===== config.mk =====
export PLATFORM = sky130hd
export DESIGN_NAME = sim_cntrl_src_arb
export DESIGN_NICKNAME = d
export VERILOG_FILES = /design/src/rtl/sim_cntrl_src_arb.sv
export SDC_FILE = /design/constraint.sdc
export NUM_CORES = 1
export LEC_CHECK = 0
export ABC_AREA = 1
export BUFFER_PORTS_ARGS = -buffer_cell sky130_fd_sc_hd__clkbuf_2
export CAP_MARGIN = 20
export CORE_UTILIZATION = 55
export DETAILED_ROUTE_END_ITERATION = 6
export PLACE_DENSITY = 0.81
export RECOVER_POWER = 25
export SLEW_MARGIN = 30
export SYNTH_ARGS = -nofsm -noshare
export SYNTH_HDL_FRONTEND = slang
export SYNTH_SLANG_ARGS = --single-unit

===== constraint.sdc =====
create_clock -name CLK -period 3.7 [get_ports CLK]
set_clock_uncertainty 0.2 [all_clocks]
set_input_delay 0.925 -clock CLK [delete_from_list [all_inputs] [get_ports CLK]]
set_output_delay 0.925 -clock CLK [all_outputs]
set_load 0.02 [all_outputs]

===== src/rtl/sim_cntrl_src_arb.sv =====
// Registered N-way simulation-control source select with drained, guarded handover; 1-cycle latency.
// No backpressure: a busy old source holds the switch in DRAIN until idle or DRAIN_MAX expires.
module sim_cntrl_src_arb #(
  parameter int NSRC         = 2,
  parameter int PAT_W        = 2,
  parameter int PAGE_W       = 32,
  parameter int GUARD_CYCLES = 4,
  parameter int DRAIN_MAX    = 1024,
  parameter int RESET_SRC    = 0,
  localparam int SELW        = (NSRC > 1) ? $clog2(NSRC) : 1
) (
  input  logic                    CLK,
  input  logic                    RESET_N,
  input  logic [SELW-1:0]         SRC_SEL,
  input  logic [NSRC-1:0]         SRC_MEM_WEN,
  input  logic [NSRC-1:0]         SRC_PATTERN_EN,
  input  logic [NSRC*PAT_W-1:0]   SRC_PATTERN,
  input  logic [NSRC*PAGE_W-1:0]  SRC_WRITE_PAGE_NO,
  input  logic                    CLR_STATUS,
  output logic                    MEM_WEN,
  output logic                    PATTERN_EN,
  output logic [PAT_W-1:0]        PATTERN,
  output logic [PAGE_W-1:0]       WRITE_PAGE_NO,
  output logic [SELW-1:0]         ACTIVE_SRC,
  output logic                    SWITCHING,
  output logic                    SEL_ERR,
  output logic                    DRAIN_TO,
  output logic [15:0]             SWITCH_CNT
);

  localparam int DCW = $clog2(DRAIN_MAX) + 1;

  typedef enum logic [1:0] {S_RUN, S_DRAIN, S_GUARD} state_e;

  state_e              state_q, state_d;
  logic [SELW-1:0]     active_q, active_d;
  logic [SELW-1:0]     target_q, target_d;
  logic [DCW-1:0]      drain_cnt_q, drain_cnt_d;
  logic [7:0]          guard_cnt_q, guard_cnt_d;
  logic                mem_wen_q, mem_wen_d;
  logic                pattern_en_q, pattern_en_d;
  logic [PAT_W-1:0]    pattern_q, pattern_d;
  logic [PAGE_W-1:0]   page_q, page_d;
  logic                sel_err_q, sel_err_d;
  logic                drain_to_q, drain_to_d;
  logic [15:0]         switch_cnt_q, switch_cnt_d;

  logic sel_valid;
  logic src_busy;
  int   act_idx;

  assign sel_valid = (int'(SRC_SEL) < NSRC);
  assign src_busy  = SRC_MEM_WEN[active_q] | SRC_PATTERN_EN[active_q];

  always_comb begin
    state_d      = state_q;
    active_d     = active_q;
    target_d     = target_q;
    drain_cnt_d  = '0;
    guard_cnt_d  = '0;
    sel_err_d    = sel_err_q & ~CLR_STATUS;
    drain_to_d   = drain_to_q & ~CLR_STATUS;
    switch_cnt_d = CLR_STATUS ? 16'd0 : switch_cnt_q;

    if (!sel_valid) sel_err_d = 1'b1;

    case (state_q)
      S_RUN: begin
        if (sel_valid && (SRC_SEL != active_q)) begin
          target_d = SRC_SEL;
          state_d  = S_DRAIN;
        end
      end
      S_DRAIN: begin
        drain_cnt_d = drain_cnt_q + 1'b1;
        if (!src_busy) begin
          state_d = S_GUARD;
        end else if (drain_cnt_q == DCW'(DRAIN_MAX - 1)) begin
          state_d    = S_GUARD;
          drain_to_d = 1'b1;
        end
      end
      S_GUARD: begin
        guard_cnt_d = guard_cnt_q + 1'b1;
        if (guard_cnt_q == 8'(GUARD_CYCLES - 1)) begin
          state_d  = S_RUN;
          active_d = target_q;
          if (switch_cnt_d != 16'hFFFF) switch_cnt_d = switch_cnt_d + 16'd1;
        end
      end
      default: state_d = S_RUN;
    endcase

    // Output mux looks at the next state so the registered outputs line up with GUARD exactly.
    act_idx      = int'(active_d);
    mem_wen_d    = SRC_MEM_WEN[active_d];
    pattern_en_d = SRC_PATTERN_EN[active_d];
    pattern_d    = SRC_PATTERN[act_idx*PAT_W +: PAT_W];
    page_d       = SRC_WRITE_PAGE_NO[act_idx*PAGE_W +: PAGE_W];
    if (state_d == S_GUARD) begin
      mem_wen_d    = 1'b0;
      pattern_en_d = 1'b0;
      pattern_d    = pattern_q;
      page_d       = page_q;
    end
  end

  always_ff @(posedge CLK or negedge RESET_N) begin
    if (!RESET_N) begin
      state_q      <= S_RUN;
      active_q     <= SELW'(RESET_SRC);
      target_q     <= SELW'(RESET_SRC);
      drain_cnt_q  <= '0;
      guard_cnt_q  <= '0;
      mem_wen_q    <= 1'b0;
      pattern_en_q <= 1'b0;
      pattern_q    <= '0;
      page_q       <= '0;
      sel_err_q    <= 1'b0;
      drain_to_q   <= 1'b0;
      switch_cnt_q <= '0;
    end else begin
      state_q      <= state_d;
      active_q     <= active_d;
      target_q     <= target_d;
      drain_cnt_q  <= drain_cnt_d;
      guard_cnt_q  <= guard_cnt_d;
      mem_wen_q    <= mem_wen_d;
      pattern_en_q <= pattern_en_d;
      pattern_q    <= pattern_d;
      page_q       <= page_d;
      sel_err_q    <= sel_err_d;
      drain_to_q   <= drain_to_d;
      switch_cnt_q <= switch_cnt_d;
    end
  end

  assign MEM_WEN       = mem_wen_q;
  assign PATTERN_EN    = pattern_en_q;
  assign PATTERN       = pattern_q;
  assign WRITE_PAGE_NO = page_q;
  assign ACTIVE_SRC    = active_q;
  assign SWITCHING     = (state_q != S_RUN);
  assign SEL_ERR       = sel_err_q;
  assign DRAIN_TO      = drain_to_q;
  assign SWITCH_CNT    = switch_cnt_q;

endmodule

Word-level counts from Yosys, hierarchy flattened:

Index checks and enable logic that the tools add are counted.

* flip-flop bits (word level): 77
* bits of input ports: 76
* output and inout bits: 56

* add/sub/neg operators: 3
* magnitude comparators: 2
* equality and inequality tests: 7
* shift-type cells: 2
* mux-type cells: 26
* bitwise operators: 4
* reduce and logical (&&, ||, !) cells: 3

Operators by type and width (number)
* two-way mux 16 bit: 4
* variable part select 64 x 7 -> 32 bit: 1
* adder 16 x 1 -> 16 bit (second input constant): 1
* != test 16 bit (second input constant): 1
* two-way mux 1 bit: 15
* adder 11 x 1 -> 11 bit (second input constant): 1
* == test 11 x 10 -> 1 bit (second input constant): 1
* two-way mux 11 bit: 1
* adder 8 x 1 -> 8 bit (second input constant): 1
* == test 8 x 2 -> 1 bit (second input constant): 1
* two-way mux 2 bit: 4
* two-way mux 8 bit: 1
* one-hot mux 2 bit (3 select lines): 1
* == test 2 bit (second input constant): 2
* < comparator 1 x 2 -> 1 bit (second input constant): 2
* variable part select 4 x 3 -> 2 bit: 1
* bitwise AND 1 bit: 2
* == test 2 x 1 -> 1 bit (second input constant): 1
* logical NOT 2 bit: 1
* AND reduction 2 bit: 1
* nonzero test 2 bit: 1
* != test 1 bit: 1
* inverter 1 bit: 1
* bitwise OR 1 bit: 1

Depth between registers and ports, before layout:

Gate-level depths: netlist (run 1).

* depth after elaboration: 7
* mapped depth: 16

Worst setup path before layout (run 1):

No wires, ideal clock.

* kind: input -> register
* start: input port CLR_STATUS
* end: register switch_cnt_q[13] (netlist: SWITCH_CNT[13])
* arrival time: 2.299 ns
* data required time: 3.387 ns
* setup slack: 1.088 ns
* stages: 15
* path buffers: 2
* cells stage by stage: inv_2 -> buf_6 -> nand2_1 -> inv_1 -> ha_1 -> nand2_1 -> nor2_2 -> nand4_1 -> nand2_1 -> nand2_2 -> buf_4 -> nand2_1 -> nand2_1 -> nand2_1 -> inv_1

* cells in the longest elaborated chain, start to end: 5
* elaborated cells between the ends (all ways): 6
* those cells by class: add/sub: 1; eq/ne: 1; mux: 4

Ends and longest elaborated chain
* from (decl): line 19 `input logic CLR_STATUS,`
* two-way mux 16 bit (*): line 63 `switch_cnt_d = CLR_STATUS ? 16'd0 : switch_cnt_q;`
* adder 16 x 1 -> 16 bit or != test 16 bit (tied branches): line 88 `if (switch_cnt_d != 16'hFFFF) switch_cnt_d = switch_cnt_d + 16'd1;`
* two-way mux 16 bit: line 88
* two-way mux 16 bit: line 85 `if (guard_cnt_q == 8'(GUARD_CYCLES - 1)) begin`
* two-way mux 16 bit (*): line 67 `case (state_q)`
* net switch_cnt_d[13]: line 46 `logic [15:0] switch_cnt_q, switch_cnt_d;`
* to (signal assigned): line 134 `switch_cnt_q <= switch_cnt_d;`
* to (decl): line 46

Mark *: on every way through the listed nets, which the timed path passes. The rest lies on a longest branch.
A chain may end at the register's enable or synchronous reset.

Worst setup path after layout (run 1):

* start: input port CLR_STATUS
* end: register switch_cnt_q[5] (netlist: SWITCH_CNT[5])

Same word-level chain as after synthesis.

==> results.yml, run 1 <==
synth:
  synthAdderAreaFrac_pct: 0.862
  synthCells: 628
  synth_mux_area_share_pct: 0
  ys.flop_type: "dfrtp_1"
  synth_top_family_by_area: "simple AND/OR/NAND/NOR gates"
  synth-seq-cells: 77
  async_reset_ff_share_pct: 100
  synth_area_um2: 4350
  synth_compound_area_share_pct: 4.14
  synthDominantCellAreaShare_pct: 44.3
  synth-simple-area-share_pct: 35.6
  synth_nets: 707
  yosys_warnings: 0
  synth_area_per_cell_um2: 6.93
  yosysTopAreaCell: "dfrtp_1"
  seq_area_frac_synth_pct: 44.3
  ys_top_cells_by_area: "dfrtp_1, nand2_1, inv_1"
  synth.distinct_cells: 32
  synth_edf_count: 0
  synth_xor_xnor_area_share_pct: 1.01
timing:
  tns_ns: 0
  hold_viol: 0
  hold_ws_ns: 0.282
  finalMaxSlewViolations: 78
  fin_crit_sh_pct: 73.5
  fin_crit_ns: 2.72
  fmax_mhz: 368
  slew_headroom_pct: -26.6
  tightest_slew_ns: 1.90
  worst_slack_ns: 0.980
  finalSetupViolations: 0
  rsz0062_at_grt: "false"
clock_tree:
  clk_path_buf_depth: 2
  ctsHoldBuffers: 0
  clk_latency_ns: 0.35
  cts_sinks: 77
  post_cts_buffers: 0
  ctsHtreeMaxLevel: 3
  cts_buffers: 9
  clk_pin_slew_worst_paths_ns: 0.09
  post_cts_resized: 0
  root_buffer: "clkbuf_8"
  cts_tree: "yes"
floorplanning:
  dieHeight_um: 91.0
  rows: 32
  io_pins: 132
  dieArea_um2: 8270
  core_um2: 7690
  initial_utilization_pct: 56.6
  die_x_um: 91.0
route:
  drc: 0
  drt_iter0_drc: 170
  viasPerCell: 4.77
  drtPass1Iterations: 4
  totalWireLength_um: 9700
  antenna_left: 0
  wl_per_cell_um: 11.3
  route.vias.total: 4110
cells_and_area:
  seq_area_um2: 1930
  area.growth.synth_to_final_pct: 20.6
  multi_input_area_um2: 1810
  final_nets: 834
  n_antenna_cell: 0
  drive_gt1_share_pct: 21.3
  fin_area_um2: 5250
  fillers: 685
global_route:
  grt_max_degree: 78
  grt_overflow_total: 0
  grt_usage_pct: 25.9
  grt_pass1_wl_um: 17300
  antenna_found_initial: 0
  grt_pass1_vias: 4029
critical_path:
  end_kind: "flip-flop"
  r2r_cells: 7
  cp-endpoint: "SWITCH_CNT[5]$_DFF_PN0_"
  critPathKind: "in2reg"
  start_kind: "primary input"
  r2r_end: "MEM_WEN$_DFF_PN0_"
  required_ns: 3.79
  r2r_setup_slack_ns: 1.07
  path_max_fanout: 15
  worstReg2RegStart: "state_q[0]$_DFF_PN0_"
  arrival_ns: 2.81
  startpoint: "CLR_STATUS"
power_and_ir_drop:
  p_int_w: 0.00182
  power_frac_comb_pct: 34.8
  switchingPower_w: 0.00121
  power_frac_seq_pct: 39.3
  peakVddDrop_mv: 0.389
  netSwitchingFraction_pct: 40.0
  p_clk_share_pct: 25.9
  leakagePower_nw: 3.24
  p_per_area_nw_per_um2: 579
placement:
  dp_hpwl_um: 7140
  place_ws_ns: 0.696
  io_buffers: 131
  placed_area_um2: 5010
  place.gp.congestion: 0.854
status:
  status: "finished with violations"
  violations: "capacitance limit, slew limit"
flow_run:
  maxCapViolations: 1
min_path:
  hold_path.class: "reg2reg"
## synth_stat cells (2+ instances only)
cell / instances
buf_4: 2
inv_1: 124
ha_1: 3
nand2_4: 3
nand4_1: 5
and3_1: 2
nand3b_1: 2
nand3_1: 51
dfrtp_1: 77
nand2_2: 2
buf_2: 3
nand2_1: 248
clkbuf_1: 2
inv_2: 2
xnor2_1: 2
a21oi_2: 2
nor3_1: 7
o31ai_1: 2
a21oi_1: 10
nor2_1: 47
buf_6: 9
o21ai_0: 10
xor2_1: 3
nor2_2: 2
## layer usage
| layer | share of wire [%] | wire (um) | up-vias | GRT usage (%) |
|---|---|---|---|---|
| li1 | - | - | 2115 | - |
| met1 | 44 | 4260 | 1842 | 30.8 |
| met2 | 48 | 4670 | 138 | 45.5 |
| met3 | 6.2 | 600 | 15 | 4.94 |
| met4 | 1.7 | 169 | 0 | 11.5 |
| met5 | 0 | 0 | - | 0 |
## through the flow
stage	instances	util, %	power, W
after global routing	862	68.3	0.00323
after global placement	846	65.1	0.00225
final	862	68.3	0.00304
after CTS	862	68.3	0.00307
after floorplan	628	-	0.00191
after detailed placement	846	65.1	0.00227
## worst min-delay path by stage
| stage | startpoint | endpoint | cells after the start |
|---|---|---|---|
| 5_1_grt | WRITE_PAGE_NO[28]$_DFFE_PN0P_ | WRITE_PAGE_NO[28]$_DFFE_PN0P_ | 2 |
| 2_1_floorplan | guard_cnt_q[0]$_DFF_PN0_ | guard_cnt_q[0]$_DFF_PN0_ | 1 |
| 3_3_place_gp | WRITE_PAGE_NO[31]$_DFFE_PN0P_ | WRITE_PAGE_NO[31]$_DFFE_PN0P_ | 2 |
| 6_report | WRITE_PAGE_NO[31]$_DFFE_PN0P_ | WRITE_PAGE_NO[31]$_DFFE_PN0P_ | 2 |
| 4_1_cts | WRITE_PAGE_NO[4]$_DFFE_PN0P_ | WRITE_PAGE_NO[4]$_DFFE_PN0P_ | 2 |
| 3_5_place_dp | WRITE_PAGE_NO[4]$_DFFE_PN0P_ | WRITE_PAGE_NO[4]$_DFFE_PN0P_ | 2 |
## layout make-up
| type | count | area share, % |
|---|---|---|
| clock buffers | 9 | 2.36 |
| clock inverters | 7 | 2.34 |
| inverters | 127 | 9.08 |
| multi-input cells | 408 | 34.5 |
| flip-flops and latches | 77 | 36.7 |
| well taps | 102 | 2.43 |
| repair buffers | 132 | 12.6 |
## critical path: stages
cell	delay (ns)
clkbuf_1	0.17
inv_2	0.26
nand2_1	0.15
inv_1	0.08
ha_1	0.19
nand2_1	0.08
nor2_2	0.18
nand2_1	0.11
nor2_1	0.17
nand2_1	0.16
nand2_1	0.10
nand2_1	0.05
nand2_1	0.06
nand2_1	0.05
nand2_1	0.07
## cells in the final DEF, fill, tap and decap left out, types with 3 or more instances in the layout
master and count:
clkbuf_8 9, nand3_1 51, clkbuf_2 130, dfrtp_1 77, nor2_1 47, inv_1 124
ha_1 3, nand2_1 248, bufinv_16 3, a21oi_1 10, xor2_1 3, nand4_1 5
o21ai_0 10, nand2_4 3, nor3_1 7
## state kept, by name (all words and copies together) (netlist names), 2 cells and up
register       flops
PATTERN            2
SWITCH_CNT        16
WRITE_PAGE_NO     32
drain_cnt_q       11
guard_cnt_q        8
state_q            2
## kinds of logic after synthesis
logic type,after synthesis
AND/OR/NAND/NOR,372
flip-flops,77
buffers and inverters,143
XOR/XNOR,5
AO/OA/AOI/OAI,28
adder cells (fa/ha/maj),3
## power by group through the flow
stage / Combinational (W) / Sequential [W] / Clock, W
global placement: 0.00105 / 0.00120 / 0
finish: 0.00106 / 0.00120 / 0.000787
global route: 0.00117 / 0.00122 / 0.000833
floorplan: 0.000485 / 0.00143 / 0
CTS: 0.00107 / 0.00120 / 0.000799
detailed placement: 0.00107 / 0.00120 / 0
(Power assumes the default switching activity.)
==> inputs of run 2 (changes only) <==
--- a/config.mk
+++ b/config.mk
@@ -5,12 +5,12 @@
 export SDC_FILE = /design/constraint.sdc
 export NUM_CORES = 1
 export LEC_CHECK = 0
-export ABC_AREA = 1
+export ABC_AREA = 0
 export BUFFER_PORTS_ARGS = -buffer_cell sky130_fd_sc_hd__clkbuf_2
 export CAP_MARGIN = 20
-export CORE_UTILIZATION = 55
+export CORE_UTILIZATION = 53
 export DETAILED_ROUTE_END_ITERATION = 6
-export PLACE_DENSITY = 0.81
+export PLACE_DENSITY = 0.77
 export RECOVER_POWER = 25
 export SLEW_MARGIN = 30
 export SYNTH_ARGS = -nofsm -noshare
==> constraint.sdc (replaced) <==
create_clock -name CLK -period 2.7 [get_ports CLK]
set_clock_uncertainty 0.2 [all_clocks]
set_input_delay 0.675 -clock CLK [delete_from_list [all_inputs] [get_ports CLK]]
set_output_delay 0.675 -clock CLK [all_outputs]
set_load 0.02 [all_outputs]
==> run 2 against run 1 <==
The run still ends with capacitance limit, slew limit left. Critical endpoint is now SWITCH_CNT[15]$_DFF_PN0_. Largest cell class is now multi-input combinational cells. Combinational power barely moved. Critical path depth shrank 10. Worst hold slack got worse by 0.019 ns. Total power up 16%. Sequential share of layout area decreased by 2.9 points. Worst setup slack lost 0.66 ns. Flip-flop and latch count stayed put. Synthesized area grew 8.8%. Non-clock buffer count is 14 higher. Sequential power rose by 23%. Global-route usage shrank 1.1 points. Register-to-register slack got worse by 0.75 ns.
==> results.yml, run 2 <==
min_path:
  hold_path.class: "reg2reg"
critical_path:
  worst_path_largest_cell_delay_ns: 0.42
  path_buf_inv: 0
  start_kind: "flip-flop"
  required_ns: 2.75
  crit_family: "simple AND/OR/NAND/NOR gates"
  crit_chain: "ha_1 -> nor3b_2 -> nand3_2 -> nor4_1 -> mux2_2"
  arrival_ns: 2.43
  slowest_stage: "nor4_1"
  path_max_fanout: 18
  critPathKind: "reg2reg"
  end_kind: "flip-flop"
synth:
  ys_top_cells_by_area: "dfrtp_1, mux2i_1, mux2_1"
  synth-seq-cells: 77
  synth_area_per_cell_um2: 11.7
  synthCells: 405
  synthTopCellsByCount: "mux2i_1, dfrtp_1, mux2_1, nor2_1"
  synth_edf_count: 0
  seq_area_frac_synth_pct: 40.7
  yosys_warnings: 0
  yosysTopAreaCell: "dfrtp_1"
  async_reset_ff_share_pct: 100
  synth_area_um2: 4730
  yosysMostFrequentCell: "mux2i_1"
  ys.flop_type: "dfrtp_1"
  synth.distinct_cells: 51
  synthDominantCellAreaShare_pct: 40.7
  synth_nets: 484
cells_and_area:
  fillers: 697
  layout_commonest_cell: "clkbuf_2"
  final_nets: 615
  largest_register_ffs: 32
  n_antenna_cell: 0
  finalNonFillerCells: 648
  seq_area_um2: 1930
  drive_gt1_share_pct: 36.1
  multi_input_area_um2: 2620
  area.growth.synth_to_final_pct: 20.5
  final_cell_mix: "clkbuf_2, mux2i_1, dfrtp_1"
power_and_ir_drop:
  leakagePower_nw: 2.70
  power_w: 0.00353
  p_int_w: 0.00235
  p_per_area_nw_per_um2: 618
  switchingPower_w: 0.00117
  p_clk_share_pct: 27.3
  peakVddDrop_mv: 0.409
  power_frac_comb_pct: 30.7
  netSwitchingFraction_pct: 33.3
  power_frac_seq_pct: 42.0
placement:
  place.gp.congestion: 0.833
  dp_hpwl_um: 7620
  io_buffers: 131
  dp_cells: 633
  place_ws_ns: 0.0380
route:
  wl_per_cell_um: 16.3
  viasPerCell: 5.68
  antenna_left: 0
  drc: 0
  route.vias.total: 3679
  totalWireLength_um: 10600
  drtPass1Iterations: 4
  drt_iter0_drc: 158
global_route:
  grt_usage_pct: 24.8
  grt_pass1_vias: 3690
  antenna_found_initial: 0
  grt_overflow_total: 0
  grt_pass1_wl_um: 17300
  grt_max_degree: 38
timing:
  rsz0062_at_grt: "false"
  tns_ns: 0
  worst_slack_ns: 0.317
  fmax_mhz: 420
  slew_headroom_pct: -16.8
  finalMaxSlewViolations: 30
  tightest_slew_ns: 1.75
  fin_crit_ns: 2.38
  hold_viol: 0
  fin_crit_sh_pct: 88.3
  hold_ws_ns: 0.263
  finalSetupViolations: 0
clock_tree:
  cts_buffers: 9
  cts_sinks: 77
  clk_latency_ns: 0.35
  clk_path_buf_depth: 2
  ctsHtreeMaxLevel: 3
  root_buffer: "clkbuf_8"
  clk_pin_slew_worst_paths_ns: 0.08
  post_cts_resized: 0
  ctsHoldBuffers: 0
  cts_tree: "yes"
  post_cts_buffers: 0
floorplanning:
  initial_utilization_pct: 54.6
  dieArea_um2: 9320
  core_um2: 8680
  rows: 34
  die_x_um: 96.5
  io_pins: 132
  dieHeight_um: 96.5
flow_run:
  maxCapViolations: 1
status:
  status: "finished with violations"
  violations: "capacitance limit, slew limit"
run 2: changes by cell type after synthesis, sizes merged, moves of 10 or more:
cell	before	now
nand2	253	12
inv	126	2
nor2	50	21
nor2b	0	12
mux2	0	39
nand3	51	11
clkbuf	2	12
mux2i	0	104
nand2b	0	10
run 2: stage by stage:
step / instance area (um^2) / utilization, %
floorplan: 4730 / -
global placement: 5500 / 63.3
CTS: 5710 / 65.8
global route: 5710 / 65.8
finish: 5710 / 65.8
detailed placement: 5500 / 63.3
run 2: layer usage:
metal / routed length [um] / global-route usage [%] / part of all wire (%) / vias to the layer above
met2: 5260 / 42.2 / 50 / 105
met3: 510 / 4.46 / 4.8 / 32
met5: 0 / 0 / 0 / -
met1: 4420 / 29.7 / 42 / 1801
met4: 373 / 13.4 / 3.5 / 0
li1: - / - / - / 1741
run 2: worst paths after layout:
kind	startpoint	end	slack, ns	cells after the start
min in group asynchronous	RESET_N	WRITE_PAGE_NO[17]$_DFFE_PN0P_	0.57	1
min reg2reg	guard_cnt_q[0]$_DFF_PN0_	guard_cnt_q[0]$_DFF_PN0_	0.26	1
max in group asynchronous	RESET_N	ACTIVE_SRC$_DFF_PN0_	0.58	1
min	guard_cnt_q[0]$_DFF_PN0_	guard_cnt_q[0]$_DFF_PN0_	0.26	1
max reg2reg	guard_cnt_q[0]$_DFF_PN0_	SWITCH_CNT[15]$_DFF_PN0_	0.32	5
max	guard_cnt_q[0]$_DFF_PN0_	SWITCH_CNT[15]$_DFF_PN0_	0.32	5
run 2: cells by family (layout without fill, tap and decap cells):
logic type | after synthesis | in the layout | share of synthesized area [%]
AOI/OAI and AO/OA | 32 | 32 | 5.58
xor gates and xnor gates | 22 | 22 | 4.07
adders and majority gates | 3 | 3 | 0.793
buffers and inverters | 28 | 163 | 4.10
DFF | 77 | 77 | 40.7
muxes | 143 | 143 | 31.7
and+or+nand+nor | 100 | 100 | 13.1
run 2: final cells by class:
cell class | instances | share of cell area (%)
multi-input cells | 300 | 45.8
flip-flops and latches | 77 | 33.8
inverters | 2 | 0.132
repair buffers | 146 | 14.1
clock buffers | 11 | 2.48
clock inverters | 4 | 1.27
well taps | 108 | 2.37
run 2: power by group through the flow:
stage,Sequential [W],Combinational [W],Clock [W]
CTS,0.00148,0.00110,0.000978
floorplan,0.00169,0.000536,0
global placement,0.00149,0.00107,0
global route,0.00151,0.00117,0.00103
detailed placement,0.00150,0.00109,0
finish,0.00148,0.00108,0.000963
run 2: worst register-to-register path, cell delays in order (launching register included):
cell,delay (ns)
dfrtp_1,0.37
ha_1,0.24
nor3b_2,0.28
nand3_2,0.39
nor4_1,0.43
mux2_2,0.37
==> inputs of run 3 (changes only) <==
--- a/config.mk
+++ b/config.mk
@@ -5,12 +5,13 @@
 export SDC_FILE = /design/constraint.sdc
 export NUM_CORES = 1
 export LEC_CHECK = 0
-export ABC_AREA = 0
+export ABC_AREA = 1
 export BUFFER_PORTS_ARGS = -buffer_cell sky130_fd_sc_hd__clkbuf_2
 export CAP_MARGIN = 20
-export CORE_UTILIZATION = 53
+export CORE_UTILIZATION = 47
+export CTS_CLUSTER_DIAMETER = 80
 export DETAILED_ROUTE_END_ITERATION = 6
-export PLACE_DENSITY = 0.77
+export PLACE_DENSITY = 0.73
 export RECOVER_POWER = 25
 export SLEW_MARGIN = 30
 export SYNTH_ARGS = -nofsm -noshare
==> constraint.sdc (replaced) <==
create_clock -name CLK -period 1.99 [get_ports CLK]
set_clock_uncertainty 0.2 [all_clocks]
set_input_delay 0.4975 -clock CLK [delete_from_list [all_inputs] [get_ports CLK]]
set_output_delay 0.4975 -clock CLK [all_outputs]
set_load 0.02 [all_outputs]
==> run 3 against run 2 <==
The run ends with DRC left. Clock-buffer cell count down 2. Utilization down 0.35 points. Final area up 1.4%. Worst setup slack worse by 0.22 ns. Total power up 65%. Critical endpoint is now PATTERN[0]$_DFFE_PN0P_. Largest cell class unchanged. Highest routed layer unchanged.
==> results.yml, run 3 (synthesis gave the netlist of run 1 again) <==
status:
  status: "finished with violations"
  violations: "DRC"
cells_and_area:
  multi_input_area_um2: 1940
  area.growth.synth_to_final_pct: 33.0
  layout_commonest_cell: "nand2_1"
  final_cell_mix: "nand2_1, clkbuf_2, inv_1"
  final_nets: 884
  fillers: 758
  drive_gt1_share_pct: 28.3
  n_antenna_cell: 0
  seq_area_um2: 1930
  largest_register_ffs: 32
timing:
  tightest_slew_ns: 0.739
  finalSetupViolations: 0
  fmax_mhz: 529
  worst_slack_ns: 0.0982
  fin_crit_ns: 1.89
  hold_ws_ns: 0.199
  hold_viol: 0
  fin_crit_sh_pct: 95.1
  slew_headroom_pct: 50.7
  finalMaxSlewViolations: 0
placement:
  place_ws_ns: -0.195
  dp_hpwl_um: 7730
  io_buffers: 131
  place.gp.congestion: 0.847
global_route:
  grt_use_met1_pct: 27.2
  top_usage_layer: "met2"
  grtUsageMet3_pct: 4.58
  grt_usage_pct: 22.5
  use_met2_pct: 38.8
  grt_overflow_total: 0
  grt_pass1_wl_um: 17500
  antenna_found_initial: 0
  grt_max_degree: 38
  grt_pass1_vias: 4119
clock_tree:
  cts_buffers: 9
  cts_tree: "yes"
  cts_sinks: 77
  ctsHtreeMaxLevel: 3
  clk_pin_slew_worst_paths_ns: 0.09
  clk_path_buf_depth: 2
  clk_latency_ns: 0.35
  root_buffer: "clkbuf_8"
critical_path:
  r2r_cells: 12
  path_max_fanout: 14
  start_kind: "flip-flop"
  startpoint: "drain_cnt_q[0]$_DFF_PN0_"
  worstReg2RegStart: "drain_cnt_q[0]$_DFF_PN0_"
  end_kind: "flip-flop"
  arrival_ns: 1.99
  critPathKind: "reg2reg"
  r2r_end: "PATTERN[0]$_DFFE_PN0P_"
  required_ns: 2.09
  r2r_setup_slack_ns: 0.1
  cp-endpoint: "PATTERN[0]$_DFFE_PN0P_"
floorplanning:
  io_pins: 132
  die_x_um: 98.2
  dieArea_um2: 9650
  rows: 34
  initial_utilization_pct: 49.2
  dieHeight_um: 98.2
  core_um2: 8850
route:
  totalWireLength_um: 11100
  antenna_left: 0
  route.vias.total: 4345
  drc: 2
  wl_per_cell_um: 12.1
  drt_iter0_drc: 172
  drtPass1Iterations: 7
  viasPerCell: 4.73
power_and_ir_drop:
  peakVddDrop_mv: 0.643
  power_frac_seq_pct: 38.1
  netSwitchingFraction_pct: 41.3
  switchingPower_w: 0.00241
  p_clk_share_pct: 21.3
  p_int_w: 0.00342
  leakagePower_nw: 3.55
  p_per_area_nw_per_um2: 1010
  power_frac_comb_pct: 40.6
flow_run:
  maxCapViolations: 0
min_path:
  hold_path.class: "in2reg"
[run 3: area by class of cell]
class | instances | area share [%]
Clock buffer | 9 | 2.14
Timing Repair Buffer | 178 | 18.7
Tap cell | 108 | 2.33
Sequential cell | 77 | 33.3
Inverter | 127 | 8.58
Multi-Input combinational cell | 412 | 33.6
Clock inverter | 7 | 1.38
[run 3: how the worst min path moves through the flow]
stage,from,depth (start not counted),slack [ns],to
floorplan,RESET_N,0,0.002,ACTIVE_SRC$_DFF_PN0_
global placement,RESET_N,1,0.25,SWITCH_CNT[2]$_DFF_PN0_
detailed placement,RESET_N,1,0.25,SWITCH_CNT[2]$_DFF_PN0_
CTS,SRC_MEM_WEN[1],3,0.18,MEM_WEN$_DFF_PN0_
global route,SRC_MEM_WEN[0],3,0.21,MEM_WEN$_DFF_PN0_
finish,SRC_MEM_WEN[1],3,0.20,MEM_WEN$_DFF_PN0_
[run 3: layer usage]
layer / vias to the layer above / wire length (um) / part of all wire, %
li1: 2226 / - / -
met1: 1926 / 4700 / 42
met2: 171 / 5390 / 49
met3: 22 / 713 / 6.4
met4: 0 / 263 / 2.4
met5: - / 0 / 0
[run 3: through the flow]
stage | area, um^2 | total power, W | TNS [ns] | instances | utilization, %
CTS | 5600 | 0.00564 | 0 | 906 | 63.2
detailed placement | 5350 | 0.00436 | -7.80 | 889 | 60.5
global route | 5790 | 0.00617 | -0.713 | 918 | 65.4
global placement | 5350 | 0.00431 | -4.51 | 889 | 60.5
floorplan | 4390 | 0.00356 | 0 | 628 | -
finish | 5790 | 0.00583 | 0 | 918 | 65.4
[run 3: power groups by stage]
| stage | Sequential (W) | Combinational (W) | Clock [W] |
|---|---|---|---|
| after floorplan | 0.00265 | 0.000903 | 0 |
| after global placement | 0.00224 | 0.00208 | 0 |
| after detailed placement | 0.00222 | 0.00214 | 0 |
| after CTS | 0.00221 | 0.00218 | 0.00125 |
| after global routing | 0.00227 | 0.00259 | 0.00132 |
| final | 0.00222 | 0.00237 | 0.00124 |
[run 3: repair_timing]
action | 4_1_cts | 5_1_grt
buffers inserted | 0 | 6
gates resized for setup | 7 | 24
endpoints found under the hold margin | 28 | 0
hold buffers | 1 | 0
pin swaps | 0 | 6
cloned | 0 | 6
endpoints found under the setup margin | 37 | 52
[run 3: worst max-delay path, stage by stage, from the launching register on]
cell       delay (ns)
dfrtp_1          0.39
ha_2             0.20
nand2_2          0.08
nor2_2           0.04
nand2_1          0.08
inv_1            0.07
nand2_2          0.07
nand2_2          0.07
a21oi_4          0.17
buf_12           0.16
clkbuf_16        0.17
nand3_1          0.07
nand2_1          0.06
